### config.mk
export PLATFORM = sky130hd
export DESIGN_NAME = elastic_pipeline
export DESIGN_NICKNAME = d
export VERILOG_FILES = /design/src/rtl/elastic_pipe_pkg.sv /design/src/rtl/elastic_pipeline_stage.sv /design/src/rtl/elastic_pipeline.sv
export SDC_FILE = /design/constraint.sdc
export NUM_CORES = 1
export LEC_CHECK = 0
export BUFFER_PORTS_ARGS = -buffer_cell sky130_fd_sc_hd__buf_2
export CORE_AREA = 2 2 125 66
export CTS_BUF_LIST = sky130_fd_sc_hd__clkbuf_4
export DETAILED_ROUTE_END_ITERATION = 7
export DIE_AREA = 0 0 127 68
export PLACE_DENSITY = 0.87
export SLEW_MARGIN = 30
export SYNTH_ARGS = -nofsm -noshare
export SYNTH_HDL_FRONTEND = slang
export SYNTH_SLANG_ARGS = --single-unit
### constraint.sdc
create_clock -name clk -period 2.3 [get_ports clk]
set_input_delay 0.345 -clock clk [delete_from_list [all_inputs] [get_ports clk]]
set_output_delay 0.345 -clock clk [all_outputs]
set_load 0.005 [all_outputs]
### src/rtl/elastic_pipe_pkg.sv
// Shared types and helpers for the elastic valid/ready pipeline.
package elastic_pipe_pkg;

    typedef enum logic [1:0] {
        EMPTY = 2'd0,
        BUSY  = 2'd1,
        FULL  = 2'd2
    } stage_state_t;

    function automatic int occ_width(input int n);
        return $clog2(2 * n + 1);
    endfunction

endpackage

### src/rtl/elastic_pipeline_stage.sv
// One skid-buffer stage: main + skid register, all handshake outputs decoded from state flops.
//
// state | meaning
// EMPTY | main and skid invalid
// BUSY  | main valid, skid invalid
// FULL  | main and skid valid, upstream stalled
module elastic_stage
    import elastic_pipe_pkg::*;
#(
    parameter int DATA_WIDTH = 16
) (
    input  logic                  clk,
    input  logic                  rstn,
    input  logic                  in_valid,
    input  logic [DATA_WIDTH-1:0] in_data,
    output logic                  in_ready,
    output logic                  out_valid,
    output logic [DATA_WIDTH-1:0] out_data,
    input  logic                  out_ready
);

    stage_state_t          state;
    stage_state_t          state_nxt;
    logic [DATA_WIDTH-1:0] main_q;
    logic [DATA_WIDTH-1:0] skid_q;
    logic                  in_fire;
    logic                  out_fire;
    logic                  load_main_in;
    logic                  load_main_skid;
    logic                  load_skid;

    assign in_fire  = in_valid && in_ready;
    assign out_fire = out_valid && out_ready;

    always_ff @(posedge clk or negedge rstn) begin
        if (!rstn) begin
            state <= EMPTY;
        end else begin
            state <= state_nxt;
        end
    end

    always_comb begin
        state_nxt      = state;
        load_main_in   = 1'b0;
        load_main_skid = 1'b0;
        load_skid      = 1'b0;
        case (state)
            EMPTY: begin
                if (in_fire) begin
                    load_main_in = 1'b1;
                    state_nxt    = BUSY;
                end
            end
            BUSY: begin
                if (in_fire && out_fire) begin
                    load_main_in = 1'b1;
                end else if (in_fire) begin
                    load_skid = 1'b1;
                    state_nxt = FULL;
                end else if (out_fire) begin
                    state_nxt = EMPTY;
                end
            end
            FULL: begin
                // in_ready is low here, so only the drain case exists
                if (out_fire) begin
                    load_main_skid = 1'b1;
                    state_nxt      = BUSY;
                end
            end
            default: state_nxt = EMPTY;
        endcase
    end

    always_comb begin
        in_ready  = (state != FULL);
        out_valid = (state != EMPTY);
        out_data  = main_q;
    end

    // Payload registers carry no reset; validity lives entirely in the state.
    always_ff @(posedge clk) begin
        if (load_main_in) begin
            main_q <= in_data;
        end else if (load_main_skid) begin
            main_q <= skid_q;
        end
        if (load_skid) begin
            skid_q <= in_data;
        end
    end

endmodule

### src/rtl/elastic_pipeline.sv
// Chain of NUM_STAGES skid-buffer stages giving full throughput with registered valid/ready.
// Define ELASTIC_PIPE_OCC_EN to add the registered occupancy output occ.
module elastic_pipeline
    import elastic_pipe_pkg::*;
#(
    parameter int NUM_STAGES = 3,
    parameter int DATA_WIDTH = 16
) (
    input  logic                  clk,
    input  logic                  rstn,
    input  logic                  in_valid,
    input  logic [DATA_WIDTH-1:0] in_data,
    output logic                  in_ready,
    output logic                  out_valid,
    output logic [DATA_WIDTH-1:0] out_data,
    input  logic                  out_ready
`ifdef ELASTIC_PIPE_OCC_EN
    ,
    output logic [occ_width(NUM_STAGES)-1:0] occ
`endif
);

    logic                  vld [NUM_STAGES+1];
    logic                  rdy [NUM_STAGES+1];
    logic [DATA_WIDTH-1:0] dat [NUM_STAGES+1];

    assign vld[0]          = in_valid;
    assign dat[0]          = in_data;
    assign in_ready        = rdy[0];
    assign out_valid       = vld[NUM_STAGES];
    assign out_data        = dat[NUM_STAGES];
    assign rdy[NUM_STAGES] = out_ready;

    for (genvar i = 0; i < NUM_STAGES; i++) begin : g_stage
        elastic_stage #(
            .DATA_WIDTH(DATA_WIDTH)
        ) u_stage (
            .clk      (clk),
            .rstn     (rstn),
            .in_valid (vld[i]),
            .in_data  (dat[i]),
            .in_ready (rdy[i]),
            .out_valid(vld[i+1]),
            .out_data (dat[i+1]),
            .out_ready(rdy[i+1])
        );
    end

`ifdef ELASTIC_PIPE_OCC_EN
    localparam int            OW      = occ_width(NUM_STAGES);
    localparam logic [OW-1:0] OCC_MAX = OW'(2 * NUM_STAGES);

    logic          top_in_fire;
    logic          top_out_fire;
    logic [OW-1:0] occ_q;

    assign top_in_fire  = in_valid && in_ready;
    assign top_out_fire = out_valid && out_ready;
    assign occ          = occ_q;

    // Simultaneous push and pop leaves the count untouched.
    always_ff @(posedge clk or negedge rstn) begin
        if (!rstn) begin
            occ_q <= '0;
        end else if (top_in_fire && !top_out_fire) begin
            occ_q <= occ_q + OW'(1);
        end else if (!top_in_fire && top_out_fire) begin
            occ_q <= occ_q - OW'(1);
        end
    end

    a_occ_max: assert property (@(posedge clk) disable iff (!rstn) occ_q <= OCC_MAX);
`endif

endmodule

[Yosys cells after proc, flatten, opt, wreduce, memory -nomap -nowiden]
Cells that the tools add are included.
Word-level totals
  flip-flop bits (word level): 102
  output and inout bits: 18
  logic and storage cells: 90
Cells by class
  equality and inequality tests: 21
  muxes and demuxes: 41
  reductions and logical operators: 19
Operators with widths (number)
  16-bit 2-to-1 mux: 6
  2-bit 2-to-1 mux: 13
  2-bit case mux with 3 select lines: 3
  1-bit 2-to-1 mux: 16
  2-bit != test, second input constant: 8
  4-bit AND reduction: 3
  2-bit nonzero test: 6
  2-bit by 1-bit != test with 1-bit output, second input constant: 4
  1-bit logical AND: 7
  2-bit by 1-bit == test with 1-bit output, second input constant: 3
  2-bit == test, second input constant: 3
  2-bit zero test: 3
  3-bit by 2-bit != test with 1-bit output, second input constant: 2
  1-bit case mux with 2 select lines: 3
  3-bit by 1-bit != test with 1-bit output, second input constant: 1

[Depth between registers and ports, before layout]
  depth in word-level cells: 6
  mapped depth: 5

[By module]
From an unflattened synthesis, not the netlist that was laid out.
Second synthesis, totals
  cell total of the unflattened synthesis: 195
  area, all modules: 4046.4 um2
Modules (own cells, without submodules)
  elastic_stage: times used 3, cells each 65, area an instance 1348.8 um2, sequential area each 1011.0 um2

[Worst setup path after synthesis]
Ideal clock, no wire load.
  kind: flip-flop to flip-flop
  start point: register g_stage[2].u_stage.state[0]
  end point: register g_stage[2].u_stage.skid_q[0] (enable)
  data arrival time: 1899 ps
  required time: 1885 ps
  path slack: -13 ps
  cell stages (with the launch flop): 3
  buffers on the path: 0
  clock period less this slack: 2313 ps
  cells stage by stage: dfrtp_1 -> nor2b_2 -> nor3b_1
Between the ends
  cells in the longest elaborated chain, start to end: 5
  elaborated cells on any way between the ends: 9
Ends and longest elaborated chain
  from (decl): RTL line elastic_pipeline_stage.sv:22  | stage_state_t state;
  from (signal assigned): RTL line elastic_pipeline_stage.sv:39  | state <= state_nxt;
  2-bit != test or 2-bit nonzero test (tied branches): RTL line elastic_pipeline_stage.sv:77, elastic_pipeline_stage.sv:78
  1-bit logical AND (on tied branches): RTL line elastic_pipeline_stage.sv:32, elastic_pipeline_stage.sv:33
  1-bit 2-to-1 mux or 1-bit logical AND (tied branches): RTL line elastic_pipeline_stage.sv:58, elastic_pipeline_stage.sv:56
  1-bit 2-to-1 mux: RTL line elastic_pipeline_stage.sv:56  | if (in_fire && out_fire) begin
  1-bit 2-to-1 mux *: RTL line elastic_pipeline_stage.sv:48  | case (state)
  net g_stage[2].u_stage.load_skid: RTL line elastic_pipeline_stage.sv:30  | logic load_skid;
  to (signal assigned): RTL line elastic_pipeline_stage.sv:90  | skid_q <= in_data;
  to (decl): RTL line elastic_pipeline_stage.sv:25  | logic [DATA_WIDTH-1:0] skid_q;
The timed path passes the listed nets; every way through them passes the cells marked *.
A chain may end at the register's enable or synchronous reset.

[Worst setup path in the final report]
  start point: register g_stage[2].u_stage.state[1]
  end point: register g_stage[1].u_stage.main_q[5], data pin
Between the ends
  cells in the longest elaborated chain, start to end: 6
Ends and longest elaborated chain
  2-bit != test: RTL line elastic_pipeline_stage.sv:77  | in_ready = (state != FULL);
  1-bit logical AND: RTL line elastic_pipeline_stage.sv:33  | assign out_fire = out_valid && out_ready;
  1-bit logical AND: RTL line elastic_pipeline_stage.sv:56
  1-bit 2-to-1 mux: RTL line elastic_pipeline_stage.sv:56
  1-bit case mux with 2 select lines: RTL line elastic_pipeline_stage.sv:48
  16-bit 2-to-1 mux: RTL line elastic_pipeline_stage.sv:84  | if (load_main_in) begin
  to (signal assigned): RTL line elastic_pipeline_stage.sv:85  | main_q <= in_data;
  to (signal assigned): RTL line elastic_pipeline_stage.sv:87  | main_q <= skid_q;
  to (decl): RTL line elastic_pipeline_stage.sv:24  | logic [DATA_WIDTH-1:0] main_q;
Every way passes these cells.

==> out/qor.yml <==
routing:
  dr.pass1.iters: 4
  drc: 0
  routedWlPerCell_um: 16.05
  vias_per_cell: 4.983
  antenna_left: 0
  wl_um: 5553
  vias: 1724
  drtIter0Drc: 128
critical_path:
  critical_path.cell_chain: "and2b_4 > a21oi_4 > mux2_2"
  path_buf_inv: 0
  rrSetupSlack_ps: 420
  crit_arrival_ps: 2090
  start_kind: "register"
  path_class: "register to register"
  crit_path_max_fanout: 17
  crit_family: "flip-flops"
  slowest_delay_ps: 520
  end_kind: "register"
  slowest_stage: "dfrtp_1"
  cp.required_ps: 2510
clock_tree:
  cts-root-buf: "clkbuf_4"
  cts_setup_buffers: 0
  clk_latency_ps: 440
  cts-resized-gates: 0
  cts_buffers: 9
  htree_levels: 3
  cts_sinks: 102
  cts_tree: "yes"
  clockBufferDepth: 2
  cts.reportedPaths.clkPinSlew_ps: 130
  cts_hold_buffers: 1
floorplanning:
  io_pins: 38
  initial_utilization: 0.5325
  design.die.area_sq_um: 8636
  core_area_sq_um: 7655
  die_y_um: 68
  rows: 23
  die_w_um: 127
synthesis:
  synthAdderAreaFrac: 0
  synth_top_family_by_area: "multiplexers"
  seq_area_frac_synth: 0.7440
  synthMuxAreaShare: 0.1516
  synth_area_leader_cell: "edfxtp_1"
  ys_ff_latch: 102
  yosysWarningCount: 0
  syn-cell-area_sq_um: 4076
  syn_avg_cell_area_sq_um: 19.69
  synth-simple-area-share: 0.03438
  synthDominantCellAreaShare: 0.7072
  synth_cell_type_count: 34
  synth_cells: 207
  netlist_top_cells_area: "edfxtp_1 (71%), mux2_2 (8.0%), mux2_4 (6.6%)"
  synth_xor_area_frac: 0
  syn_nets: 227
  synth_compound_area_frac: 0.02640
sta:
  slew_viol_final: 0
  finalCritPeriodShare: 0.8163
  hold_viol_final: 0
  fin_skew_ps: 13.33
  fin_crit_ps: 1878
  grt_setup_unrepaired: "no"
  fin_ws_ps: 422.5
  setup_viol_count_final: 0
  worst_slew_pin_slew_ps: 590.7
  relSlewSlack: 0.6062
  clock.fmax_mhz: 532.6
  setup_tns_ps: 0
global_route:
  grt_pass1_vias: 1663
  grt_max_degree: 18
  grt_pass1_wl_um: 8914
  overflow: 0
  antenna_found_initial: 0
  grt_usage: 0.1443
place:
  dp_hpwl_um: 3792
  placed_cell_area_sq_um: 4263
  gp_congestion: 0.7648
  numPortBuffers: 37
  place_ws_ps: 424.1
power_and_ir_drop:
  pwr-share-seq: 0.629
  p_total_mw: 4.015
  swShare: 0.2495
  power.density_nw_per_um2: 917.6
  internal_power_mw: 3.013
  comb_power_share: 0.183
  p_leak_nw: 1.572
  p_switching_mw: 1.002
  max-vdd-ir-drop_v: 0.0004931
  clkPwrFrac: 0.188
final_layout:
  syn_to_final_growth_pct: 7.336
  layout_commonest_cell: "edfxtp_1"
  nets: 262
  n_antenna_cell: 0
  fillers: 581
  final_cell_area_sq_um: 4375
  drive_gt1_frac: 0.4553
  final_cell_mix: "edfxtp_1 (96), buf_2 (37), mux2_2 (29)"
min_path:
  holdCritPathClass: "input pin to register"
run:
  drv_cap: 0
status:
  status: "complete, no violations"
sequential cells by signal, indices dropped and copies added (netlist names):
register,cells
g_stage.u_stage.out_data,48
g_stage.u_stage.skid_q,48
g_stage.u_stage.state,6
Yosys cell counts:
cell type   n
nor2b_2     1
and2b_4     1
a21o_1      2
dfrtp_1     6
nor3b_1     1
a21oi_4     1
and2b_1     1
mux2_2     29
o21bai_1    1
a21oi_1     2
o21a_1      1
a221oi_1    1
buf_12      1
o21bai_2    1
mux2i_1     1
edfxtp_1   96
nand2b_1    3
nor4_1      1
mux2_1      1
mux2_4     18
a211o_1     1
buf_4      16
nor2_1      2
o21ai_0     2
nor2_2      1
buf_6       3
nor3_4      1
o22ai_1     2
nor2b_1     2
nand2_2     1
inv_1       1
or2_2       1
nand3b_1    2
nand2_1     3
through the flow:
step | utilization | std cells | hold WS [ps]
after floorplan | - | 207 | 49.41
after global placement | 0.5569 | 330 | 173.3
after detailed placement | 0.5569 | 330 | 173.6
after CTS | 0.5716 | 346 | 56.20
after global routing | 0.5716 | 346 | 47.47
final | 0.5716 | 346 | 90.84
layout make-up:
cell class | count | area [sq um] | share of cell area
multi-input combinational | 84 | 870.8 | 0.1990
clock inverter | 5 | 27.53 | 0.006291
timing repair buffer | 44 | 240.2 | 0.05490
clock buffer | 10 | 75.07 | 0.01716
tap | 100 | 125.1 | 0.02860
sequential | 102 | 3033 | 0.6932
inverter | 1 | 3.754 | 0.0008579
per-layer routing:
layer  GRT usage  up-vias  wire length, um
li1            -      853                -
met1      0.2175      810             3075
met2      0.1841       52             2051
met3     0.06020        9              332
met4     0.05357        0               93
met5           0        -                0
logic make-up (layout without fill, tap and decap cells):
group                  Yosys count  after routing
buffers and inverters           21             60
DFF                            102            102
AOI/OAI and AO/OA               14             14
muxes                           49             49
and+or+nand+nor                 21             21
final timing paths:
path	start	endpoint	depth (start not counted)
worst max-delay path	g_stage[2].u_stage.state[1]$_DFFE_PN0P_	g_stage[1].u_stage.out_data[5]$_DFFE_PP_	3
worst min-delay path	in_data[10]	g_stage[0].u_stage.skid_q[10]$_DFFE_PP_	1
worst max register to register	g_stage[2].u_stage.state[1]$_DFFE_PN0P_	g_stage[1].u_stage.out_data[5]$_DFFE_PP_	3
worst min register to register	g_stage[1].u_stage.out_data[0]$_DFFE_PP_	g_stage[2].u_stage.skid_q[0]$_DFFE_PP_	0
max in group asynchronous	rstn	g_stage[0].u_stage.state[0]$_DFFE_PN0P_	2
min in group asynchronous	rstn	g_stage[2].u_stage.state[0]$_DFFE_PN0P_	2
power by group through the flow:
stage	combinational (mW)	sequential (mW)	clock, mW
6_report	0.736	2.53	0.753
5_1_grt	0.801	2.57	0.845
4_1_cts	0.747	2.53	0.775
3_5_place_dp	0.740	2.58	0
3_3_place_gp	0.728	2.56	0
2_1_floorplan	0.698	2.52	0
Note: power is estimated with default switching activity, not from simulation.
